**config.mk**
```make
export PLATFORM = sky130hd
export DESIGN_NAME = hs_npu_job_sequencer
export DESIGN_NICKNAME = d
export VERILOG_FILES = /design/src/rtl/hs_npu_job_sequencer.sv
export SDC_FILE = /design/constraint.sdc
export NUM_CORES = 1
export LEC_CHECK = 0
export CORE_UTILIZATION = 43
export CTS_BUF_LIST = sky130_fd_sc_hd__clkbuf_4
export DETAILED_ROUTE_END_ITERATION = 10
export GPL_ROUTABILITY_DRIVEN = 0
export HOLD_SLACK_MARGIN = 0.15
export PLACE_DENSITY = 0.64
export SYNTH_ARGS = -nofsm -noshare
export SYNTH_HDL_FRONTEND = slang
export SYNTH_SLANG_ARGS = --single-unit
```
**constraint.sdc**
```tcl
create_clock -name clk -period 9.6 [get_ports clk]
set_input_delay 0.96 -clock clk [delete_from_list [all_inputs] [get_ports clk]]
set_output_delay 0.96 -clock clk [all_outputs]
set_load 0.02 [all_outputs]
```
**src/rtl/hs_npu_job_sequencer.sv**
```systemverilog
// Layer job sequencer: accepts a job, streams input/weight reads, kicks the array, writes results back.
// Optional HS_NPU_SEQ_DIMCHK_EN adds an input-columns == weight-rows compatibility check.
module hs_npu_job_sequencer #(
  parameter int ADDR_W = 32,
  parameter int DIM_W  = 8,
  parameter int CNT_W  = 16
) (
  input  logic              clk,
  input  logic              rst_n,
  input  logic              valid_i,
  output logic              ready_o,
  output logic              finished_o,
  output logic              error_o,
  input  logic [31:0]       num_input_rows_i,
  input  logic [31:0]       num_input_columns_i,
  input  logic [31:0]       num_weight_rows_i,
  input  logic [31:0]       num_weight_columns_i,
  input  logic              reuse_inputs_i,
  input  logic              reuse_weights_i,
  input  logic              save_outputs_i,
  input  logic [ADDR_W-1:0] base_address_i,
  input  logic [ADDR_W-1:0] result_address_i,
  output logic              mem_req_valid_o,
  input  logic              mem_req_ready_i,
  output logic              mem_req_we_o,
  output logic [ADDR_W-1:0] mem_req_addr_o,
  output logic [ADDR_W-1:0] mem_req_wdata_o,
  output logic              compute_start_o,
  input  logic              compute_done_i,
  input  logic              res_valid_i,
  input  logic [ADDR_W-1:0] res_data_i,
  output logic              res_ready_o
);

  localparam int PW = 2 * DIM_W + 1;

  typedef enum logic [2:0] {
    IDLE, CHECK, LOAD_IN, LOAD_W, START, COMPUTE, STORE, DONE
  } state_t;

  state_t            state_reg;
  logic [DIM_W-1:0]  in_rows_reg, in_cols_reg, w_rows_reg, w_cols_reg;
  logic              reuse_in_reg, reuse_w_reg, save_reg, error_reg;
  logic [ADDR_W-1:0] base_reg, result_reg, addr_reg;
  logic [CNT_W-1:0]  cnt_reg;
  logic [CNT_W-1:0]  in_words, w_words, out_words, phase_words;
  logic [ADDR_W-1:0] w_base;
  logic              dims_bad, mem_fire, last_word;
  logic              unused_dim_bits;

  // Packed int8: four elements per word, rounded up.
  function automatic logic [CNT_W-1:0] word_count(input logic [DIM_W-1:0] a,
                                                  input logic [DIM_W-1:0] b);
    logic [PW-1:0] prod;
    prod = PW'(a) * PW'(b) + PW'(3);
    return CNT_W'(prod >> 2);
  endfunction

  assign in_words  = word_count(in_rows_reg, in_cols_reg);
  assign w_words   = word_count(w_rows_reg, w_cols_reg);
  assign out_words = word_count(in_rows_reg, w_cols_reg);
  // Weights always follow the full input block, even when inputs are reused.
  assign w_base    = base_reg + ADDR_W'({in_words, 2'b00});

  assign unused_dim_bits = ^{num_input_rows_i[31:DIM_W], num_input_columns_i[31:DIM_W],
                             num_weight_rows_i[31:DIM_W], num_weight_columns_i[31:DIM_W]};

`ifdef HS_NPU_SEQ_DIMCHK_EN
  assign dims_bad = (in_rows_reg == '0) || (in_cols_reg == '0) || (w_rows_reg == '0) ||
                    (w_cols_reg == '0) || (in_cols_reg != w_rows_reg);
`else
  assign dims_bad = (in_rows_reg == '0) || (in_cols_reg == '0) || (w_rows_reg == '0) ||
                    (w_cols_reg == '0);
`endif

  assign ready_o         = (state_reg == IDLE);
  assign finished_o      = (state_reg == DONE);
  assign error_o         = (state_reg == DONE) && error_reg;
  assign compute_start_o = (state_reg == START);
  // Valid depends only on state (and res_valid_i while storing), never on mem_req_ready_i.
  assign mem_req_valid_o = (state_reg == LOAD_IN) || (state_reg == LOAD_W) ||
                           ((state_reg == STORE) && res_valid_i);
  assign mem_req_we_o    = (state_reg == STORE);
  assign mem_req_addr_o  = addr_reg;
  assign mem_req_wdata_o = (state_reg == STORE) ? res_data_i : '0;
  assign res_ready_o     = (state_reg == STORE) && res_valid_i && mem_req_ready_i;
  assign mem_fire        = mem_req_valid_o && mem_req_ready_i;

  always_comb begin
    phase_words = out_words;
    if (state_reg == LOAD_IN) phase_words = in_words;
    else if (state_reg == LOAD_W) phase_words = w_words;
  end
  assign last_word = (cnt_reg == phase_words - CNT_W'(1));

  always_ff @(posedge clk or negedge rst_n) begin
    if (!rst_n) begin
      state_reg    <= IDLE;
      in_rows_reg  <= '0;
      in_cols_reg  <= '0;
      w_rows_reg   <= '0;
      w_cols_reg   <= '0;
      reuse_in_reg <= 1'b0;
      reuse_w_reg  <= 1'b0;
      save_reg     <= 1'b0;
      error_reg    <= 1'b0;
      base_reg     <= '0;
      result_reg   <= '0;
      addr_reg     <= '0;
      cnt_reg      <= '0;
    end else begin
      case (state_reg)
        IDLE: begin
          if (valid_i) begin
            in_rows_reg  <= num_input_rows_i[DIM_W-1:0];
            in_cols_reg  <= num_input_columns_i[DIM_W-1:0];
            w_rows_reg   <= num_weight_rows_i[DIM_W-1:0];
            w_cols_reg   <= num_weight_columns_i[DIM_W-1:0];
            reuse_in_reg <= reuse_inputs_i;
            reuse_w_reg  <= reuse_weights_i;
            save_reg     <= save_outputs_i;
            base_reg     <= base_address_i;
            result_reg   <= result_address_i;
            error_reg    <= 1'b0;
            state_reg    <= CHECK;
          end
        end
        CHECK: begin
          cnt_reg <= '0;
          if (dims_bad) begin
            error_reg <= 1'b1;
            state_reg <= DONE;
          end else if (!reuse_in_reg) begin
            addr_reg  <= base_reg;
            state_reg <= LOAD_IN;
          end else if (!reuse_w_reg) begin
            addr_reg  <= w_base;
            state_reg <= LOAD_W;
          end else begin
            state_reg <= START;
          end
        end
        LOAD_IN: begin
          if (mem_fire) begin
            if (last_word) begin
              cnt_reg <= '0;
              if (!reuse_w_reg) begin
                addr_reg  <= w_base;
                state_reg <= LOAD_W;
              end else begin
                state_reg <= START;
              end
            end else begin
              cnt_reg  <= cnt_reg + CNT_W'(1);
              addr_reg <= addr_reg + ADDR_W'(4);
            end
          end
        end
        LOAD_W: begin
          if (mem_fire) begin
            if (last_word) begin
              cnt_reg   <= '0;
              state_reg <= START;
            end else begin
              cnt_reg  <= cnt_reg + CNT_W'(1);
              addr_reg <= addr_reg + ADDR_W'(4);
            end
          end
        end
        START: state_reg <= COMPUTE;
        COMPUTE: begin
          if (compute_done_i) begin
            if (save_reg) begin
              cnt_reg   <= '0;
              addr_reg  <= result_reg;
              state_reg <= STORE;
            end else begin
              state_reg <= DONE;
            end
          end
        end
        STORE: begin
          if (mem_fire) begin
            if (last_word) begin
              cnt_reg   <= '0;
              state_reg <= DONE;
            end else begin
              cnt_reg  <= cnt_reg + CNT_W'(1);
              addr_reg <= addr_reg + ADDR_W'(4);
            end
          end
        end
        DONE: state_reg <= IDLE;
        default: state_reg <= IDLE;
      endcase
    end
  end

endmodule

```
* Word level (Yosys, flattened, before mapping)
Index checks and enable logic that the tools add are counted.
Operators by class: add/sub/neg operators 7, reduce and logical (&&, ||, !) cells 24, multiplexer cells 34, equality and inequality tests 22, multipliers 3
Operators by type and width (number):
- 2-to-1 mux 32 bit | 10
- one-hot mux 32 bit (4 select lines) | 1
- 2-to-1 mux 16 bit | 4
- adder 16 x 2 -> 17 bit, second input constant | 3
- multiplier 8 x 8 -> 16 bit | 3
- one-hot mux 16 bit (3 select lines) | 1
- 2-to-1 mux 3 bit | 11
- adder 32 x 17 -> 32 bit | 1
- adder 32 x 3 -> 32 bit, second input constant | 1
- zero test 8 bit | 4
- 2-to-1 mux 15 bit | 2
- one-hot mux 3 bit (8 select lines) | 1
- != test 2 bit, second input constant | 10
- adder 16 x 1 -> 16 bit, second input constant | 1
- equality test 16 bit | 1
- subtractor 16 x 1 -> 16 bit, second input constant | 1
- equality test 3 bit, second input constant | 4
- != test 2 x 1 -> 1 bit, second input constant | 4
- AND reduction 8 bit | 1
- AND reduction 7 bit | 1
- equality test 3 x 2 -> 1 bit, second input constant | 2
- logical OR 1 bit | 5
- logical AND 1 bit | 4
- AND reduction 4 bit | 1
- 11 further kinds | 13
Storage, ports and cells: output and inout port bits 71, bits of input ports 233, word-level logic and storage cells 103, flip-flop bits (word level) 151

* Longest topological paths before layout
depth in word-level cells 9, depth in mapped cells 32, mapped depth without buffers 30

* Worst setup path before layout
Ideal clock, no wire load.
kind register to register, start reg w_cols_reg[7], end reg addr_reg[9], in the netlist mem_req_addr_o[9], slack 2753 ps, cell stages (with the launch flop) 25, data arrival time 6723 ps, period minus slack after synthesis 6847 ps, buffers on the path 4, required time 9476 ps, path through dfrtp_1 > clkbuf_1 > nand2_1 > fa_1 > fa_1 > fa_1 > fa_1 > inv_1 > ha_1 > clkbuf_1 > and3_1 > a221o_1 > xor2_1 > a222oi_1 > and3b_1 > nand3_1 > nor4b_1 > xor2_1 > a2111oi_4 > and2_1 > buf_6 > buf_6 > mux2i_1 > nor2_1 > a211o_1
Between the ends: longest elaborated chain between the ends 9
RTL lines:
- start, declared | line 42 | logic [DIM_W-1:0] in_rows_reg, in_cols_reg, w_rows_reg, w_cols_reg;
- start signal, assigned | line 118 | w_cols_reg <= num_weight_columns_i[DIM_W-1:0];
- multiplier 8 x 8 -> 16 bit | line 55 | prod = PW'(a) * PW'(b) + PW'(3);
- adder 16 x 2 -> 17 bit | line 55
- 2-to-1 mux 15 bit | line 92 | else if (state_reg == LOAD_W) phase_words = w_words;
- 2-to-1 mux 15 bit | line 91 | if (state_reg == LOAD_IN) phase_words = in_words;
- subtractor 16 x 1 -> 16 bit | line 94 | assign last_word = (cnt_reg == phase_words - CNT_W'(1));
- equality test 16 bit | line 94
- 2-to-1 mux 32 bit | line 145 | if (last_word) begin
- 2-to-1 mux 32 bit | line 144 | if (mem_fire) begin
- one-hot mux 32 bit (4 select lines) | line 112 | case (state_reg)
- end signal, assigned | line 137 | addr_reg <= w_base;
- end signal, assigned | line 148 | addr_reg <= w_base;
- end signal, assigned | line 155 | addr_reg <= addr_reg + ADDR_W'(4);
- end, declared | line 44 | logic [ADDR_W-1:0] base_reg, result_reg, addr_reg;
Several ways; a longest one is shown, not always the timed one. The select of a mux whose other input is x is not followed. A chain may end at the register's enable or synchronous reset.

* Worst setup path in the final report
start reg in_rows_reg[3], end reg addr_reg[13], in the netlist mem_req_addr_o[13]
Between the ends: longest elaborated chain between the ends 9
RTL lines:
- start, declared | line 42
- start signal, assigned | line 115 | in_rows_reg <= num_input_rows_i[DIM_W-1:0];
- multiplier 8 x 8 -> 16 bit | line 55
- adder 16 x 2 -> 17 bit | line 55
- 2-to-1 mux 15 bit | line 92
- 2-to-1 mux 15 bit | line 91
- subtractor 16 x 1 -> 16 bit | line 94
- equality test 16 bit | line 94
- 2-to-1 mux 32 bit | line 145
- 2-to-1 mux 32 bit | line 144
- one-hot mux 32 bit (4 select lines) | line 112
Several ways; a longest one is shown, not always the timed one. The select of a mux whose other input is x is not followed.

==> results.txt <==
VDD IR-drop max = 214 uV
Final antenna-violating net count = 0
Syn Area/Cell = 8.64 um^2
GRT Residual Overflow = 0
Setup slack, reg-to-reg = 1.16 ns
Drt drc = 0
Largest net degree at the start of global routing = 94
R2r endpoint = mem_req_addr_o[13]$_DFFE_PN0P_
CTS Hold Buffers Added = 0
RSZ-0062 raised after global routing = false
Final setup skew = 0.0425 ns
Synth Instances = 2028
Fill count = 3766
Sw frac = 55.0%
Post-CTS setup buffers = 0
Status = finished clean
Crit path capture type = flip-flop
Worst Path Required = 10.15 ns
Pre-antenna DRT Iters = 8
Top cells by area, synth = dfrtp_1, fa_1, ha_1, mux2_2, and2_1
I/O pin cnt = 304
H-tree depth = 4
Chip height = 204 um
Root buffer cell = clkbuf_4
Initial core utilization = 43.9%
Final wirelength = 51200 um
Setup CP Type = reg -> reg
Clock share of power = 5.4%
Post-CTS sizing = 0
Fin Hold WS = 0.369 ns
Die Area = 41500 um^2
Worst EP arrival = 8.98 ns
Reg power frac = 19.3%
Clock buffer depth = 2
Storage element area = 3780 um^2
HP Class = in -> async
Post-synth top area cell = dfrtp_1
Cell row count = 73
Internal power = 3.49 mW
Global Route Usage Sum = 25.1%
Worst Reg-to-Reg Cells = 23
Top FF cell, synth = dfrtp_1
TritonCTS buffer count = 17
Pleak = 9.35 nW
HPWL after detailed placement = 38200 um
CTS sink count = 151
Worst reg2reg startpoint = in_rows_reg[3]$_DFFE_PN0P_
Post-layout minimum cycle time = 8.44 ns
Final worst path period share = 87.9%
Max-Cap Viols = 0
CTS tree = done
Netlist cell types = 82
Syn nets = 2511
Synth warnings = 0
Worst slew pin tran = 1.04 ns
Area delta synth->final = 15.3%
Post-synth top area share = 21.6%
Total power = 7.77 mW
Pwr Density = 384 nW/um^2
Area taken by multi-input logic gates = 12600 um^2
Setup TNS = 0 ns
Final Max Tran Viols = 0
Fin util = 50.6%
Number of port buffers = 207
Clock-pin transition on the worst setup and hold timing paths = 0.17 ns
Cell Area, Synth = 17500 um^2
FF+latch count, synth = 151
Asr flop ratio synth = 100%
Initial antenna violation count = 2
Final count of negative-setup-slack endpoints = 0
Core area = 39900 um^2
Sequential area share after synthesis = 21.6%
Die W = 204 um
Nets = 2645
Fmax = 119 MHz
Net Sw Power = 4.27 mW
First-pass GRT wire length = 82300 um
Fraction of layout cells with a size suffix above 1 = 8.55%
Worst Setup Start Kind = flip-flop
Via count = 15.4k
Clk_lat worst skew = 0.68 ns
Worst-path fanout max = 18
Avg WL per Cell = 19.0 um
Final hold violation count = 0
Vias in the first global route = 15.3k
Vias per inst = 5.71
Comb pwr share = 75.3%
Post-synth EDFFs = 0
Rel. slew slack = 30.4%
1st-iter DRT viols = 1171
[critical path, stage by stage, from the launching register on]
cell and delay, ns:
dfrtp_1 0.65, and2_1 0.30, fa_1 0.47, inv_1 0.05
fa_1 0.52, inv_1 0.05, fa_1 0.47, inv_1 0.05
fa_1 0.47, inv_1 0.04, ha_1 0.36, and3_1 0.22
a221oi_2 0.37, xnor2_1 0.25, a222oi_1 0.86, and3b_1 0.33
nand3_1 0.12, nor4b_1 0.42, xor2_1 0.19, a2111oi_4 0.46
nand2_2 0.40, a21oi_2 0.74, o21bai_1 0.16, a221o_1 0.37
[layout make-up]
| cell class | instances | area share [%] |
|---|---|---|
| multi-input combinational | 1575 | 62.2 |
| sequential | 151 | 18.7 |
| timing repair buffer | 227 | 11.0 |
| inverter | 190 | 3.53 |
| tap | 525 | 3.25 |
| clock buffer | 19 | 0.706 |
| clock inverter | 13 | 0.607 |
| antenna | 2 | 0.0248 |
[cells by family (layout without fill, tap and decap cells)]
| family | count (synthesis) | in the layout | synth area share (%) |
|---|---|---|---|
| flip-flops | 151 | 151 | 21.6 |
| buffers and inverters | 302 | 449 | 6.78 |
| XOR/XNOR | 84 | 84 | 4.20 |
| AND/OR/NAND/NOR | 680 | 680 | 19.5 |
| AO/OA/AOI/OAI | 418 | 418 | 16.3 |
| multiplexers | 142 | 142 | 8.89 |
| other | 0 | 2 | 0 |
| adder cells (fa/ha/maj) | 251 | 251 | 22.7 |
[synthesized netlist by cell type, types with 29 or more instances]
library cell	n
a21oi_1	107
xnor2_1	44
nor3_1	36
nand3_1	48
and2_1	164
fa_1	112
nand2_1	187
nor2_1	122
and3_1	33
mux2i_1	34
ha_1	138
xor2_1	40
mux2_2	108
a21o_1	29
inv_1	190
dfrtp_1	151
o21ai_0	77
clkbuf_1	89
[routing by layer]
metal  share of wire (%)  up-vias  global-route usage, %
met4                 2.7        0                   9.08
met1                  45     7538                   33.4
li1                    -     7307                      -
met5                   0        -                      0
met3                 5.1       83                   3.96
met2                  47      510                   40.9
[power groups by stage]
stage	sequential, mW	clock [mW]	combinational (mW)
4_1_cts	1.48	0.436	5.81
5_1_grt	1.56	0.461	6.49
2_1_floorplan	1.21	0	4.47
3_3_place_gp	1.49	0	5.66
6_report	1.50	0.420	5.85
3_5_place_dp	1.50	0	5.76
[how the worst max path moves through the flow]
| stage | start | to | cells after the start |
|---|---|---|---|
| after CTS | in_rows_reg[3]$_DFFE_PN0P_ | mem_req_addr_o[25]$_DFFE_PN0P_ | 23 |
| after floorplan | w_cols_reg[7]$_DFFE_PN0P_ | mem_req_addr_o[9]$_DFFE_PN0P_ | 24 |
| after detailed placement | in_rows_reg[3]$_DFFE_PN0P_ | mem_req_addr_o[25]$_DFFE_PN0P_ | 23 |
| final | in_rows_reg[3]$_DFFE_PN0P_ | mem_req_addr_o[13]$_DFFE_PN0P_ | 23 |
| after global placement | in_rows_reg[3]$_DFFE_PN0P_ | mem_req_addr_o[25]$_DFFE_PN0P_ | 23 |
| after global routing | in_rows_reg[2]$_DFFE_PN0P_ | mem_req_addr_o[25]$_DFFE_PN0P_ | 22 |
[placed cells by master, fill, tap and decap left out, types with 20 or more instances in the layout]
master / synthesis / final
a21o_1: 29 / 29
a21oi_1: 107 / 107
and2_1: 164 / 163
and3_1: 33 / 33
buf_4: 4 / 20
clkdlybuf4s50_1: 0 / 206
dfrtp_1: 151 / 150
fa_1: 112 / 112
ha_1: 138 / 138
inv_1: 190 / 190
mux2_2: 108 / 108
mux2i_1: 34 / 34
nand2_1: 187 / 187
nand3_1: 48 / 48
nand4_1: 21 / 21
nor2_1: 122 / 121
nor3_1: 36 / 36
o21ai_0: 77 / 77
xnor2_1: 44 / 44
xor2_1: 40 / 40
[through the flow]
| step | instances | setup WS (ns) | instance area [um^2] |
|---|---|---|---|
| 5_1_grt | 2702 | 0.735 | 20200 |
| 4_1_cts | 2700 | 1.20 | 20200 |
| 2_1_floorplan | 2028 | 2.75 | 17500 |
| 3_3_place_gp | 2668 | 1.38 | 19900 |
| 3_5_place_dp | 2668 | 1.27 | 19900 |
| 6_report | 2702 | 1.16 | 20200 |
Power figures use the tool's default switching activity.
